### src/rtl/ht_pkg.sv
// ============================================================================
// Module   : ht_pkg
// Purpose  : Shared types and default sizing for the ht datapath scheduler.
// Revision : 1.0 - initial release
// ============================================================================
`default_nettype none

package ht_pkg;

  localparam int HT_NREQ  = 4;
  localparam int HT_LAT   = 4;
  // Tag field is sized generously; instances use the low IDX_W bits.
  localparam int HT_TAG_W = 8;

  typedef enum logic [1:0] {
    ST_IDLE  = 2'd0,
    ST_RUN   = 2'd1,
    ST_DRAIN = 2'd2
  } ht_state_e;

  typedef struct packed {
    logic                valid;
    logic [HT_TAG_W-1:0] tag;
  } ht_entry_t;

endpackage

`default_nettype wire

### src/rtl/ht_sched_if.sv
// ============================================================================
// Module   : ht_sched_if
// Purpose  : Requester handshake and datapath issue/result signals.
// Revision : 1.0 - initial release
// ============================================================================
`default_nettype none

interface ht_sched_if
  import ht_pkg::*;
#(
  parameter int NREQ  = HT_NREQ,
  parameter int IDX_W = $clog2(NREQ)
);

  logic [NREQ-1:0]  req_valid;
  logic [NREQ-1:0]  req_ready;
  logic             ht_start;
  logic [IDX_W-1:0] ht_sel;
  logic             res_valid;
  logic [IDX_W-1:0] res_tag;

  modport master (
    output req_valid,
    input  req_ready, ht_start, ht_sel, res_valid, res_tag
  );

  modport slave (
    input  req_valid,
    output req_ready, ht_start, ht_sel, res_valid, res_tag
  );

endinterface

`default_nettype wire

### src/rtl/ht_rr_arb.sv
// ============================================================================
// Module   : ht_rr_arb
// Purpose  : Round-robin one-hot arbiter; search begins at index ptr.
// Revision : 1.0 - initial release
// ============================================================================
`default_nettype none

module ht_rr_arb #(
  parameter int NREQ  = 4,
  parameter int IDX_W = 2
) (
  input  wire logic [NREQ-1:0]  req,
  input  wire logic [IDX_W-1:0] ptr,
  output logic      [NREQ-1:0]  gnt
);

  logic [IDX_W:0]   sum;
  logic [IDX_W-1:0] idx;
  logic             found;

  always_comb begin
    gnt   = '0;
    found = 1'b0;
    sum   = '0;
    idx   = '0;
    for (int k = 0; k < NREQ; k++) begin
      // Wrap ptr+k into 0..NREQ-1 without relying on a power-of-two NREQ.
      sum = {1'b0, ptr} + (IDX_W+1)'(k);
      if (sum >= (IDX_W+1)'(NREQ)) begin
        sum = sum - (IDX_W+1)'(NREQ);
      end
      idx = sum[IDX_W-1:0];
      if (!found && req[idx]) begin
        gnt[idx] = 1'b1;
        found    = 1'b1;
      end
    end
  end

endmodule

`default_nettype wire

### src/rtl/ht_sched.sv
// ============================================================================
// Module   : ht_sched
// Purpose  : Round-robin job scheduler for a fixed-latency ht datapath.
//            Optional per-requester issue counters: HT_SCHED_STATS_EN.
// Revision : 1.0 - initial release
// ============================================================================
`default_nettype none

module ht_sched
  import ht_pkg::*;
#(
  parameter int NREQ  = HT_NREQ,
  parameter int LAT   = HT_LAT,
  parameter int IDX_W = $clog2(NREQ)
) (
  input  wire logic clk,
  input  wire logic rst,
  input  wire logic en,
  input  wire logic pipe_mode,
  ht_sched_if.slave bus,
  output logic      busy,
  output logic      over
`ifdef HT_SCHED_STATS_EN
  ,
  output logic [NREQ-1:0][15:0] stat_cnt
`endif
);

  localparam int CNT_W = $clog2(LAT+1);

  ht_state_e        state_q, state_d;
  logic [IDX_W-1:0] ptr_q, ptr_d;
  logic [CNT_W-1:0] cnt_q, cnt_d;
  ht_entry_t        pipe_q [LAT];
  ht_entry_t        pipe_d [LAT];

  logic [NREQ-1:0]  arb_gnt;
  logic [NREQ-1:0]  ready;
  logic [IDX_W-1:0] sel;
  logic             any_req;
  logic             cnt_free;
  logic             grant_ok;
  logic             issue;
  logic             done;

  ht_rr_arb #(
    .NREQ  (NREQ),
    .IDX_W (IDX_W)
  ) u_arb (
    .req (bus.req_valid),
    .ptr (ptr_q),
    .gnt (arb_gnt)
  );

  // Grant, issue, tag pipeline and in-flight accounting.
  always_comb begin
    any_req  = |bus.req_valid;
    done     = pipe_q[LAT-1].valid && !rst;
    // In serial mode a slot frees up on the same cycle the last result leaves.
    cnt_free = (cnt_q == '0) || ((cnt_q == CNT_W'(1)) && done);
    // Every state may grant once en and a request are seen together.
    grant_ok = !rst && en && any_req && (pipe_mode || cnt_free);
    ready    = grant_ok ? arb_gnt : '0;
    issue    = |(bus.req_valid & ready);

    sel = '0;
    for (int i = 0; i < NREQ; i++) begin
      if (ready[i]) begin
        sel = IDX_W'(i);
      end
    end

    ptr_d = ptr_q;
    if (issue) begin
      ptr_d = (sel == IDX_W'(NREQ-1)) ? '0 : sel + IDX_W'(1);
    end

    pipe_d[0].valid = issue;
    pipe_d[0].tag   = HT_TAG_W'(sel);
    for (int i = 1; i < LAT; i++) begin
      pipe_d[i] = pipe_q[i-1];
    end

    cnt_d = cnt_q;
    if (issue && !done) begin
      cnt_d = cnt_q + CNT_W'(1);
    end else if (!issue && done) begin
      cnt_d = cnt_q - CNT_W'(1);
    end
  end

  always_comb begin
    state_d = state_q;
    unique case (state_q)
      ST_IDLE: begin
        if (en && any_req) state_d = ST_RUN;
      end
      ST_RUN: begin
        if (cnt_d == '0)          state_d = ST_IDLE;
        else if (!en || !any_req) state_d = ST_DRAIN;
      end
      ST_DRAIN: begin
        if (en && any_req)        state_d = ST_RUN;
        else if (cnt_d == '0)     state_d = ST_IDLE;
      end
      default: state_d = ST_IDLE;
    endcase
  end

  always_ff @(posedge clk) begin
    if (rst) begin
      state_q <= ST_IDLE;
      ptr_q   <= '0;
      cnt_q   <= '0;
      for (int i = 0; i < LAT; i++) begin
        pipe_q[i] <= '0;
      end
    end else begin
      state_q <= state_d;
      ptr_q   <= ptr_d;
      cnt_q   <= cnt_d;
      pipe_q  <= pipe_d;
    end
  end

  assign bus.req_ready = ready;
  assign bus.ht_start  = issue;
  assign bus.ht_sel    = sel;
  assign bus.res_valid = done;
  assign bus.res_tag   = pipe_q[LAT-1].tag[IDX_W-1:0];
  assign busy          = (cnt_q != '0);
  assign over          = done && !issue && (cnt_q == CNT_W'(1));

`ifdef HT_SCHED_STATS_EN
  logic [NREQ-1:0][15:0] stat_q, stat_d;

  always_comb begin
    stat_d = stat_q;
    if (issue && (stat_q[sel] != 16'hFFFF)) begin
      stat_d[sel] = stat_q[sel] + 16'd1;
    end
  end

  always_ff @(posedge clk) begin
    if (rst) stat_q <= '0;
    else     stat_q <= stat_d;
  end

  assign stat_cnt = stat_q;
`endif

endmodule

`default_nettype wire

### src/flat_wrapper.sv
// flat-port wrapper written by rule: the top's interface ports become plain ports
module ht_sched_flat import ht_pkg::*;
#(
  parameter int NREQ  = HT_NREQ,
  parameter int LAT   = HT_LAT,
  parameter int IDX_W = $clog2(NREQ)
)
  (clk, rst, en, pipe_mode, busy, over, bus_req_valid, bus_req_ready, bus_ht_start, bus_ht_sel, bus_res_valid, bus_res_tag);
  ht_sched_if #(.NREQ(NREQ), .IDX_W(IDX_W)) bus_i ();
  input  wire logic clk;
  input  wire logic rst;
  input  wire logic en;
  input  wire logic pipe_mode;
  output logic busy;
  output logic over;
  input wire logic [$bits(bus_i.req_valid)-1:0] bus_req_valid;
  output wire logic [$bits(bus_i.req_ready)-1:0] bus_req_ready;
  output wire logic [$bits(bus_i.ht_start)-1:0] bus_ht_start;
  output wire logic [$bits(bus_i.ht_sel)-1:0] bus_ht_sel;
  output wire logic [$bits(bus_i.res_valid)-1:0] bus_res_valid;
  output wire logic [$bits(bus_i.res_tag)-1:0] bus_res_tag;
  assign bus_i.req_valid = bus_req_valid;
  assign bus_req_ready = bus_i.req_ready;
  assign bus_ht_start = bus_i.ht_start;
  assign bus_ht_sel = bus_i.ht_sel;
  assign bus_res_valid = bus_i.res_valid;
  assign bus_res_tag = bus_i.res_tag;
  ht_sched #(.NREQ(NREQ), .LAT(LAT), .IDX_W(IDX_W)) u_core (.clk(clk), .rst(rst), .en(en), .pipe_mode(pipe_mode), .bus(bus_i), .busy(busy), .over(over));
endmodule
### config.mk
export PLATFORM = sky130hd
export DESIGN_NAME = ht_sched_flat
export DESIGN_NICKNAME = d
export VERILOG_FILES = /design/src/rtl/ht_pkg.sv /design/src/rtl/ht_sched_if.sv /design/src/rtl/ht_rr_arb.sv /design/src/rtl/ht_sched.sv /design/src/flat_wrapper.sv
export SDC_FILE = /design/constraint.sdc
export NUM_CORES = 1
export LEC_CHECK = 0
export CAP_MARGIN = 25
export CORE_UTILIZATION = 52
export DETAILED_ROUTE_END_ITERATION = 10
export PLACE_DENSITY = 0.89
export SYNTH_ARGS = -nofsm -noshare
export SYNTH_HDL_FRONTEND = slang
export SYNTH_SLANG_ARGS = --single-unit
export TNS_END_PERCENT = 20
### constraint.sdc
create_clock -name clk -period 4 [get_ports clk]
set_input_delay 0.4 -clock clk [delete_from_list [all_inputs] [get_ports clk]]
set_output_delay 0.4 -clock clk [all_outputs]
set_load 0.05 [all_outputs]
# Word level (Yosys, flattened, before mapping)
# Index checks and enable logic that the tools add are counted.
[word_totals]
elab_cells = 100
input_bits = 8
reg_bits = 17
[op_classes]
muxes = 34
n_eq_ne = 2
reduce_logical = 28
bitwise = 4
magnitude_cmp = 12
n_addsub = 10
[ops]
columns = ["operator", "count"]
rows = [
  ["4-bit two-way mux", 5],
  ["1-bit logical AND", 15],
  ["2-bit two-way mux", 7],
  ["2-bit by 3-bit less-than comparator with 1-bit output, second input constant", 4],
  ["1-bit two-way mux", 12],
  ["4-bit OR", 3],
  ["3-bit greater-or-equal comparator, second input constant", 3],
  ["1-bit binary-select mux with 2-bit select", 4],
  ["1-bit demux with 2-bit select", 4],
  ["2-bit by 1-bit greater-or-equal comparator with 1-bit output, second input constant", 4],
  ["4-bit OR reduction", 2],
  ["2-bit by 1-bit subtractor with 2-bit output, second input constant", 4],
  ["2-bit by 2-bit adder with 3-bit output, second input constant", 2],
  ["1-bit zero test", 6],
  ["3-bit two-way mux", 2],
  ["4-bit bitwise AND", 1],
  ["2-bit by 1-bit adder with 3-bit output, second input constant", 1],
  ["3-bit by 1-bit adder with 3-bit output, second input constant", 1],
  ["3-bit by 1-bit == test with 1-bit output, second input constant", 1],
  ["2-bit by 3-bit greater-or-equal comparator with 1-bit output, second input constant", 1],
  ["3-bit zero test", 1],
  ["3-bit nonzero test", 1],
  ["3-bit by 1-bit subtractor with 3-bit output, second input constant", 1],
  ["2-bit by 1-bit adder with 2-bit output, second input constant", 1],
  ["3 further kinds", 4],
]

# Depth between registers and ports, before layout
# Gate-level depths: netlist of run 1.
[logic_depth]
depth_word = 21
depth_mapped = 13
ltp_nobuf = 12

# Hierarchy
# From an unflattened synthesis of run 1, not the netlist that was laid out.
[hier_totals]
cells_unflattened = 112
area_unflattened_um2 = 1119.8
[by_module_without_submodules]
columns = ["mod", "n_inst", "area_each_um2", "seq_area_each_um2", "cells_per_inst"]
rows = [
  ["ht_sched", 1, 817.0, 340.3, 82],
  ["ht_rr_arb", 1, 302.8, 0.0, 30],
]

# Least setup slack after synthesis of run 1
# OpenSTA, ideal clock, no wires.
[synth_path]
kind = "input to output"
start = "in rst"
end = "out over"
required_ns = 3.600
arrival_ns = 3.591
n_path_buf = 0
slack_ns = 0.009
cell_stages = 8
cell_sequence = "nor2b_1 -> a221oi_1 -> or4b_2 -> a31oi_4 -> a2111o_2 -> inv_1 -> ha_1 -> and2_1"
[synth_via]
elab_chain_cells = 12
[synth_rtl]
columns = ["item", "line_no", "rtl"]
rows = [
  ["start: declaration", "flat_wrapper.sv:11", "input wire logic rst;"],
  ["1-bit zero test (*)", "ht_sched.sv:58, ht_sched.sv:62", ""],
  ["1-bit logical AND", "ht_sched.sv:58", "done = pipe_q[LAT-1].valid && !rst;"],
  ["1-bit logical AND", "ht_sched.sv:60", "cnt_free = (cnt_q == '0) || ((cnt_q == CNT_W'(1)) && done);"],
  ["1-bit logical OR", "ht_sched.sv:60", ""],
  ["1-bit logical OR", "ht_sched.sv:62", "grant_ok = !rst && en && any_req && (pipe_mode || cnt_free);"],
  ["1-bit logical AND (*)", "ht_sched.sv:62", ""],
  ["4-bit two-way mux (*)", "ht_sched.sv:63", "ready = grant_ok ? arb_gnt : '0;"],
  ["named net bus_req_ready[3]", "flat_wrapper.sv:17", "output wire logic [$bits(bus_i.req_ready)-1:0] bus_req_ready;"],
  ["4-bit bitwise AND (*)", "ht_sched.sv:64", "issue = |(bus.req_valid & ready);"],
  ["4-bit OR reduction (*)", "ht_sched.sv:64", ""],
  ["named net bus_ht_start", "flat_wrapper.sv:18", "output wire logic [$bits(bus_i.ht_start)-1:0] bus_ht_start;"],
  ["1-bit zero test (*)", "ht_sched.sv:132", "assign over = done && !issue && (cnt_q == CNT_W'(1));"],
  ["1-bit logical AND (*) (2 in series)", "ht_sched.sv:132", ""],
  ["end: declaration", "flat_wrapper.sv:15", "output logic over;"],
]
# The timed path passes the listed nets; every way through them passes the cells marked *.

# Final worst setup path of run 1
[layout_path]
start = "reg u_core.ptr_q[1]"
end = "out over"
[layout_via]
elab_chain_cells = 20
[layout_rtl]
columns = ["item", "line_no", "rtl"]
rows = [
  ["start: declaration", "ht_sched.sv:32", "logic [IDX_W-1:0] ptr_q, ptr_d;"],
  ["start signal: assignment", "ht_sched.sv:120", "ptr_q <= ptr_d;"],
  ["parallel branches: the longest is 13 deep, another holds 2-bit by 1-bit adder with 3-bit output", "-", ""],
  ["4-bit two-way mux (*)", "ht_rr_arb.sv:33", "if (!found && req[idx]) begin"],
  ["4-bit two-way mux (*)", "ht_sched.sv:63", ""],
  ["4-bit bitwise AND (*)", "ht_sched.sv:64", ""],
  ["4-bit OR reduction (*)", "ht_sched.sv:64", ""],
  ["1-bit zero test (*)", "ht_sched.sv:132", ""],
  ["1-bit logical AND (*) (2 in series)", "ht_sched.sv:132", ""],
]
# Mark *: on every way between the ends. The select of a mux whose other input is x is not followed.

==> summary.json, run 1 <==
{
  "placement": {
    "gpl.final_weighted_congestion": 0.865,
    "port_buffers": 19,
    "postPlaceCellArea_um2": 1360,
    "placed_cells_incl_taps": 153,
    "dp.final_hpwl_mm": 1.66,
    "dp_worst_setup_slack_ps": 315
  },
  "final_layout": {
    "antenna-diode-count": 0,
    "final_area_um2": 1390,
    "post-route-util_pct": 68.8,
    "stdcell_count": 157,
    "post_route_cells_drive_above_1_share_pct": 19.2,
    "layout_common_cells": "16 x sky130_fd_sc_hd__dfxtp_1, 13 x sky130_fd_sc_hd__nor2b_1, 13 x sky130_fd_sc_hd__ha_1, 12 x sky130_fd_sc_hd__clkdlybuf4s50_1, 9 x sky130_fd_sc_hd__inv_1",
    "area_growth_syn_to_layout_pct": 21.2,
    "layout_commonest_cell": "sky130_fd_sc_hd__dfxtp_1",
    "design.final.nets": 152
  },
  "global_routing": {
    "grt_first_pass_wirelength_mm": 3.54,
    "grt_antenna_before_repair": 0,
    "grt_max_degree": 17,
    "first_global_vias": 785,
    "grt.overflow.total": 0,
    "grtUsageTotal_pct": 19.1
  },
  "clocking": {
    "clk_transition_reported_paths_ps": 90,
    "clkLatencyLatePin_ps": 290,
    "tritoncts.num_buffers": 3,
    "root_buffer": "sky130_fd_sc_hd__clkbuf_4",
    "cts_max_level": 1,
    "hold_buf_cts": 0,
    "clock_tree_from_tritoncts": "built",
    "cts_max_path_buffers": 2,
    "clkSinkCount": 17
  },
  "floorplan": {
    "number_of_rows_created_at_floorplan": 16,
    "boundaryPins": 20,
    "die_w_um": 49.0,
    "floorplan.die_area_um2": 2400,
    "floorplan.core_area_um2": 2020,
    "initial_utilization_pct": 56.7,
    "chipHeight_um": 49.0
  },
  "drt": {
    "firstDrtPassIters": 4,
    "routed_wire_length_per_instance_um": 13.4,
    "drt_wl_total_mm": 2.10,
    "via_per_inst": 5.48,
    "via_count": 861,
    "number_of_antenna_violating_nets_in_the_routed_design": 0,
    "drcViolationCount": 0,
    "drt-initial-drc-count": 11
  },
  "sta": {
    "finalClockSkew_ps": 3.24,
    "final-hold-violation-count": 0,
    "timing.final.max_slew_violations": 0,
    "tightest_slew_ps": 481,
    "unrepaired_setup_endpoints_after_global_routing": "no",
    "finalSetupViolCount": 0,
    "post-route-period-util_pct": 92.6,
    "layout_setup_ws_ps": 295,
    "slew_headroom_pct": 67.5,
    "layout_min_cycle_time_ps": 3700,
    "timing.setup.tns_ps": 0,
    "fmaxAchievable_ghz": 0.270
  },
  "status": {
    "outcome": "finished, final reports clean"
  },
  "synth": {
    "syn-cell-area_um2": 1150,
    "synth_seq_cells": 17,
    "top_cell_type_s_share_of_synthesized_area_pct": 29.7,
    "avgSynthCellArea_um2": 10.3,
    "yosys.cell_types.count": 40,
    "synth_seq_area_share_pct": 29.7,
    "yosys.area.top_type": "sky130_fd_sc_hd__dfxtp_1",
    "number_of_cells_produced_by_synthesis": 111,
    "synthesis.yosys.warnings": 0,
    "synth.top_cells.by_area": "sky130_fd_sc_hd__dfxtp_1 30%, sky130_fd_sc_hd__ha_1 14%, sky130_fd_sc_hd__mux4_2 7.9%",
    "synth.net_count": 132
  },
  "setup_path": {
    "worst-path-stages": 11,
    "worst_path_largest_cell_delay_ps": 430,
    "cp_max_fo": 7,
    "cp-endpoint": "over",
    "critical_path.slowest_cell": "sky130_fd_sc_hd__dfxtp_2",
    "cp.buffers_inverters": 3,
    "worst_ep_required_ps": 3600,
    "ff2ff_setup_slack_ps": 590,
    "timing.critical_path.to_type": "output pin",
    "critPathLaunch": "u_core.ptr_q[1]",
    "worst_r2r_endpoint": "u_core.cnt_q[2]",
    "timing.critical_path.max_delay_family": "simple AND/OR/NAND/NOR gates",
    "regToRegStartpoint": "u_core.ptr_q[1]",
    "r2r.worst_path.cells": 9,
    "arrival_time_of_the_worst_setup_path_ps": 3300,
    "criticalPathCategory": "reg -> out",
    "crit_path_cell_trace": "inv_1, ha_1, mux4_2, nor4b_4, nand2_1, a311oi_2, a2111o_2, inv_1, ha_1, and2_1, buf_4",
    "critPathLaunchType": "register"
  },
  "worst_hold_path": {
    "min_path_type": "reg -> reg"
  },
  "power_and_ir_drop": {
    "power.static_leakage_nw": 0.580,
    "power.density_cell_area_nw_per_um2": 597,
    "ir_drop_mv": 0.324
  },
  "run": {
    "maxCapViolCount": 0
  }
}
-- logic make-up after synthesis --
kind of cell             synth area share, %
AND/OR/NAND/NOR                         20.3
XOR/XNOR                                1.53
adder cells (fa/ha/maj)                 14.2
AO/OA/AOI/OAI                           17.0
buffers and inverters                   6.87
multiplexers                            10.5
flip-flops                              29.7
-- worst min-delay path by stage --
| stage | from | endpoint | slack (ps) | cells after the start |
|---|---|---|---|---|
| after floorplan | u_core.pipe_d[0] | u_core.bus.res_tag[0] | 410 | 1 |
| after global placement | u_core.pipe_d[10] | u_core.pipe_d[1] | 420 | 1 |
| after detailed placement | u_core.pipe_d[1] | u_core.bus.res_tag[1] | 430 | 1 |
| after CTS | u_core.pipe_d[1] | u_core.bus.res_tag[1] | 450 | 1 |
| after global routing | u_core.pipe_d[9] | u_core.pipe_d[0] | 460 | 1 |
| final | u_core.pipe_d[1] | u_core.bus.res_tag[1] | 450 | 1 |
-- Yosys cell counts --
| master | instances |
|---|---|
| sky130_fd_sc_hd__nor4_1 | 1 |
| sky130_fd_sc_hd__or2b_1 | 1 |
| sky130_fd_sc_hd__a311oi_2 | 1 |
| sky130_fd_sc_hd__buf_6 | 1 |
| sky130_fd_sc_hd__buf_4 | 4 |
| sky130_fd_sc_hd__o21ai_0 | 2 |
| sky130_fd_sc_hd__a2bb2oi_1 | 1 |
| sky130_fd_sc_hd__a31oi_4 | 1 |
| sky130_fd_sc_hd__dfxtp_1 | 17 |
| sky130_fd_sc_hd__a22o_1 | 1 |
| sky130_fd_sc_hd__nor3b_4 | 1 |
| sky130_fd_sc_hd__nand2b_1 | 1 |
| sky130_fd_sc_hd__a22oi_2 | 1 |
| sky130_fd_sc_hd__nor2_1 | 3 |
| sky130_fd_sc_hd__a211oi_1 | 1 |
| sky130_fd_sc_hd__mux4_2 | 4 |
| sky130_fd_sc_hd__o21bai_1 | 1 |
| sky130_fd_sc_hd__nor4b_1 | 1 |
| sky130_fd_sc_hd__a41o_1 | 2 |
| sky130_fd_sc_hd__ha_1 | 13 |
| sky130_fd_sc_hd__a2111o_1 | 1 |
| sky130_fd_sc_hd__nand2_1 | 7 |
| sky130_fd_sc_hd__nor2b_1 | 13 |
| sky130_fd_sc_hd__xor2_1 | 2 |
| sky130_fd_sc_hd__nor4b_4 | 1 |
| sky130_fd_sc_hd__a22oi_1 | 1 |
| sky130_fd_sc_hd__clkbuf_1 | 1 |
| sky130_fd_sc_hd__o21a_1 | 1 |
| sky130_fd_sc_hd__a31oi_1 | 1 |
| sky130_fd_sc_hd__and2_1 | 1 |
| sky130_fd_sc_hd__or3_1 | 1 |
| sky130_fd_sc_hd__inv_1 | 9 |
| sky130_fd_sc_hd__nand3b_1 | 1 |
| sky130_fd_sc_hd__a21oi_1 | 4 |
| sky130_fd_sc_hd__or2_1 | 2 |
| sky130_fd_sc_hd__a221oi_1 | 1 |
| sky130_fd_sc_hd__or4b_2 | 1 |
| sky130_fd_sc_hd__o211a_1 | 1 |
| sky130_fd_sc_hd__mux2i_1 | 3 |
| sky130_fd_sc_hd__a2111o_2 | 1 |
-- per-layer routing --
layer	routed length (um)	GRT usage, %	vias to the layer above
met5	0	0	-
met4	6	2.94	0
met3	118	6.54	2
met2	982	30.3	24
met1	997	25.6	404
li1	-	-	431
-- per-stage QoR --
step,power (mW),hold slack (ps)
6_report,0.830,446
5_1_grt,0.886,459
4_1_cts,0.833,451
3_5_place_dp,0.742,429
3_3_place_gp,0.727,417
2_1_floorplan,0.617,414
-- area by class of cell --
type | instances | area (um^2)
Fill cell | 162 | 632
Sequential cell | 17 | 342
Multi-Input combinational cell | 79 | 728
Tap cell | 27 | 33.8
Clock buffer | 3 | 22.5
Inverter | 9 | 33.8
Clock inverter | 1 | 5.00
Timing Repair Buffer | 21 | 225
-- where the power goes --
group / internal, mW / switching (mW)
combinational: 0.226 / 0.294
sequential: 0.202 / 0.0194
clock: 0.0372 / 0.0515
-- registers in the layout (all words and copies together) (netlist names) --
name / flops
u_core.pipe_d: 9
u_core.pipe_q: 1
u_core.ptr_q: 2
u_core.cnt_q: 3
u_core.bus.res_tag: 2
-- worst reg2reg max path: stages, from the launching register on --
cell                       delay, ps
sky130_fd_sc_hd__dfxtp_2         430
sky130_fd_sc_hd__inv_1           120
sky130_fd_sc_hd__ha_1            350
sky130_fd_sc_hd__mux4_2          430
sky130_fd_sc_hd__a22oi_1         400
sky130_fd_sc_hd__a311oi_2        170
sky130_fd_sc_hd__a2111o_2        540
sky130_fd_sc_hd__ha_1            360
sky130_fd_sc_hd__or3_1           380
sky130_fd_sc_hd__a21oi_1         160
-- repair_timing --
action,CTS,global route
setup buffers,0,0
gates resized for setup,0,1
setup endpoints to repair,0,1
Note: power is estimated with default switching activity, not from simulation.
==> inputs of run 2 (changes only) <==
--- a/config.mk
+++ b/config.mk
@@ -6,9 +6,12 @@
 export NUM_CORES = 1
 export LEC_CHECK = 0
 export CAP_MARGIN = 25
-export CORE_UTILIZATION = 52
+export CELL_PAD_IN_SITES_DETAIL_PLACEMENT = 1
+export CELL_PAD_IN_SITES_GLOBAL_PLACEMENT = 1
+export CORE_MARGIN = 2
+export CORE_UTILIZATION = 40
 export DETAILED_ROUTE_END_ITERATION = 10
-export PLACE_DENSITY = 0.89
+export PLACE_DENSITY = 0.88
 export SYNTH_ARGS = -nofsm -noshare
 export SYNTH_HDL_FRONTEND = slang
 export SYNTH_SLANG_ARGS = --single-unit
==> run 2 against run 1 <==
Wire length up 23%. Die area up 38%. First-iteration DRC count up 45%. Power up 1.8%. Core utilization down 18 points. Final area up 0.27%. Clock power up 2%. Worst hold slack better by 3.4 ps. Critical endpoint unchanged. Largest cell class unchanged.
==> summary.json, run 2 (synthesis results as in run 1) <==
{
  "final_layout": {
    "post_route_cells_drive_above_1_share": {"value": 18.5, "unit": "%", "change": "was 19.2%"},
    "filler_cell_count": {"value": 307, "change": "was 162"},
    "design.final.nets": {"value": 152, "change": "unchanged"},
    "antenna-diode-count": {"value": 0, "change": "unchanged"},
    "layout_common_cells": {"value": "16 x sky130_fd_sc_hd__dfxtp_1, 13 x sky130_fd_sc_hd__nor2b_1, 13 x sky130_fd_sc_hd__ha_1, 12 x sky130_fd_sc_hd__clkdlybuf4s50_1, 9 x sky130_fd_sc_hd__inv_1", "change": "unchanged"},
    "area.sequential": {"value": 342, "unit": "um^2", "change": "unchanged"},
    "total_area_of_multi_input_combinational_cells": {"value": 728, "unit": "um^2", "change": "unchanged"},
    "largest_register_ffs": {"value": 9, "change": "unchanged"},
    "layout_commonest_cell": {"value": "sky130_fd_sc_hd__dfxtp_1", "change": "unchanged"},
    "area_growth_syn_to_layout": {"value": 21.5, "unit": "%", "change": "was 21.2%"},
    "post-route-util": {"value": 51.0, "unit": "%", "change": "was 68.8%"}
  },
  "power_and_ir_drop": {
    "comb_power_share": {"value": 63.0, "unit": "%", "change": "was 62.6%"},
    "power_frac_clock": {"value": 10.7, "unit": "%", "change": "about the same"},
    "power.sequential.fraction": {"value": 26.3, "unit": "%", "change": "was 26.7%"},
    "switching_share": {"value": 44.7, "unit": "%", "change": "was 44.0%"},
    "total_switching_power": {"value": 378, "unit": "uW", "change": "was 365 uW"},
    "power.static_leakage": {"value": 0.577, "unit": "nW", "change": "was 0.580 nW"},
    "power.density_cell_area": {"value": 606, "unit": "nW/um^2", "change": "was 597 nW/um^2"},
    "ir_drop": {"value": 0.475, "unit": "mV", "change": "was 0.324 mV"},
    "internal-power": {"value": 467, "unit": "uW", "change": "was 465 uW"}
  },
  "setup_path": {
    "regToRegStartpoint": {"value": "u_core.ptr_q[1]", "change": "unchanged"},
    "arrival_time_of_the_worst_setup_path": {"value": 3320, "unit": "ps", "change": "was 3300 ps"},
    "critPathLaunch": {"value": "bus_req_valid[3]", "change": "was u_core.ptr_q[1]"},
    "worst_r2r_endpoint": {"value": "u_core.cnt_q[2]", "change": "unchanged"},
    "cp_max_fo": {"value": 10, "change": "was 7"},
    "worst_ep_required": {"value": 3600, "unit": "ps", "change": "about the same"},
    "timing.critical_path.to_type": {"value": "output pin", "change": "unchanged"},
    "ff2ff_setup_slack": {"value": 600, "unit": "ps", "change": "was 590 ps"},
    "cp-endpoint": {"value": "over", "change": "unchanged"},
    "critPathLaunchType": {"value": "input pin", "change": "was register"},
    "criticalPathCategory": {"value": "in -> out", "change": "was reg -> out"},
    "r2r.worst_path.cells": {"value": 10, "change": "was 9"}
  },
  "drt": {
    "drt_wl_total": {"value": 2.59, "unit": "mm", "change": "was 2.10 mm"},
    "drt-initial-drc-count": {"value": 16, "change": "was 11"},
    "firstDrtPassIters": {"value": 4, "change": "unchanged"},
    "drcViolationCount": {"value": 0, "change": "unchanged"},
    "via_per_inst": {"value": 5.60, "change": "was 5.48"},
    "via_count": {"value": 901, "change": "was 861"},
    "routed_wire_length_per_instance": {"value": 16.1, "unit": "um", "change": "was 13.4 um"},
    "number_of_antenna_violating_nets_in_the_routed_design": {"value": 0, "change": "unchanged"}
  },
  "floorplan": {
    "chipHeight": {"value": 57.6, "unit": "um", "change": "was 49.0 um"},
    "die_w": {"value": 57.6, "unit": "um", "change": "was 49.0 um"},
    "floorplan.die_area": {"value": 3310, "unit": "um^2", "change": "was 2400 um^2"},
    "initial_utilization": {"value": 42.0, "unit": "%", "change": "was 56.7%"},
    "boundaryPins": {"value": 20, "change": "unchanged"},
    "floorplan.core_area": {"value": 2730, "unit": "um^2", "change": "was 2020 um^2"},
    "number_of_rows_created_at_floorplan": {"value": 19, "change": "was 16"}
  },
  "global_routing": {
    "grtUsageTotal": {"value": 17.6, "unit": "%", "change": "was 19.1%"},
    "grt_first_pass_wirelength": {"value": 4.37, "unit": "mm", "change": "was 3.54 mm"},
    "grt_antenna_before_repair": {"value": 0, "change": "unchanged"},
    "grt_max_degree": {"value": 17, "change": "unchanged"},
    "first_global_vias": {"value": 959, "change": "was 785"},
    "grt.overflow.total": {"value": 0, "change": "unchanged"}
  },
  "sta": {
    "unrepaired_setup_endpoints_after_global_routing": {"value": "no", "change": "unchanged"},
    "layout_min_cycle_time": {"value": 3720, "unit": "ps", "change": "was 3700 ps"},
    "finalSetupViolCount": {"value": 0, "change": "unchanged"},
    "finalHoldWorstSlack": {"value": 449, "unit": "ps", "change": "was 446 ps"},
    "timing.setup.tns": {"value": 0, "unit": "ps", "change": "unchanged"},
    "timing.final.max_slew_violations": {"value": 0, "change": "unchanged"},
    "tightest_slew": {"value": 504, "unit": "ps", "change": "was 481 ps"},
    "fmaxAchievable": {"value": 0.269, "unit": "GHz", "change": "was 0.270 GHz"},
    "final-hold-violation-count": {"value": 0, "change": "unchanged"},
    "layout_setup_ws": {"value": 279, "unit": "ps", "change": "was 295 ps"},
    "slew_headroom": {"value": 66.3, "unit": "%", "change": "was 67.5%"},
    "post-route-period-util": {"value": 93.0, "unit": "%", "change": "was 92.6%"},
    "finalClockSkew": {"value": 1.76, "unit": "ps", "change": "was 3.24 ps"}
  },
  "clocking": {
    "tritoncts.num_buffers": {"value": 3, "change": "unchanged"},
    "clk_transition_reported_paths": {"value": 90, "unit": "ps", "change": "about the same"},
    "cts_max_level": {"value": 1, "change": "unchanged"},
    "clkSinkCount": {"value": 17, "change": "unchanged"},
    "post_cts.resized_instances": {"value": 0, "change": "unchanged"},
    "cts_max_path_buffers": {"value": 2, "change": "unchanged"},
    "clkLatencyLatePin": {"value": 290, "unit": "ps", "change": "about the same"},
    "post_cts_buffers": {"value": 0, "change": "unchanged"},
    "hold_buf_cts": {"value": 0, "change": "unchanged"},
    "root_buffer": {"value": "sky130_fd_sc_hd__clkbuf_4", "change": "unchanged"},
    "clock_tree_from_tritoncts": {"value": "built", "change": "unchanged"}
  },
  "placement": {
    "port_buffers": {"value": 19, "change": "unchanged"},
    "gpl.final_weighted_congestion": {"value": 0.898, "change": "was 0.865"},
    "dp.final_hpwl": {"value": 2.07, "unit": "mm", "change": "was 1.66 mm"},
    "dp_worst_setup_slack": {"value": 285, "unit": "ps", "change": "was 315 ps"}
  },
  "status": {
    "outcome": {"value": "finished, final reports clean", "change": "unchanged"}
  },
  "worst_hold_path": {
    "worstHoldStart": {"value": "u_core.pipe_d[17]", "change": "was u_core.pipe_d[1]"},
    "min_path_type": {"value": "reg -> reg", "change": "unchanged"}
  },
  "run": {
    "maxCapViolCount": {"value": 0, "change": "unchanged"}
  }
}
run 2: changes by cell type in the layout (fill, tap and decap cells not counted):
cell                       delta
sky130_fd_sc_hd__clkbuf_1     +1
sky130_fd_sc_hd__clkinv_2     -1
run 2: cell type report:
type	instances	share of cell area (%)
multi-input cells	79	52.2
well taps	31	2.78
flip-flops and latches	17	24.5
inverters	9	2.42
clock buffers	4	1.89
repair buffers	21	16.2
run 2: metal layers:
layer,GRT usage [%],vias to the layer above,wire [um]
li1,-,430,-
met2,31.5,26,1370
met4,5.65,0,29
met3,5.90,4,159
met1,19.3,441,1040
met5,0,-,0
run 2: how the worst min path moves through the flow:
stage | end | depth (start not counted)
4_1_cts | u_core.pipe_d[8] | 1
5_1_grt | u_core.pipe_d[1] | 1
3_3_place_gp | u_core.bus.res_tag[1] | 1
2_1_floorplan | u_core.bus.res_tag[0] | 1
6_report | u_core.pipe_d[8] | 1
3_5_place_dp | u_core.pipe_d[9] | 1
run 2: power groups by stage:
stage                     clock network (mW)  logic, mW  registers (mW)
after floorplan                            0      0.393           0.224
after global placement                     0      0.511           0.224
after detailed placement                   0      0.532           0.227
after CTS                             0.0935      0.534           0.223
after global routing                  0.0998      0.571           0.227
final                                 0.0902      0.533           0.222
run 2: worst max-delay path: stages:
cell and delay [ps]:
sky130_fd_sc_hd__clkdlybuf4s50_1 520, sky130_fd_sc_hd__mux4_2 670, sky130_fd_sc_hd__nor4b_4 440, sky130_fd_sc_hd__a22oi_2 150, sky130_fd_sc_hd__a31oi_4 310, sky130_fd_sc_hd__a2111o_2 290
sky130_fd_sc_hd__inv_1 60, sky130_fd_sc_hd__ha_1 170, sky130_fd_sc_hd__and2_1 130, sky130_fd_sc_hd__buf_4 180
run 2: metrics by stage:
step	instances	instance area, um^2	total power [mW]
after floorplan	111	1150	0.617
after detailed placement	157	1370	0.759
after global routing	161	1390	0.898
after global placement	157	1370	0.735
after CTS	161	1390	0.850
final	161	1390	0.845
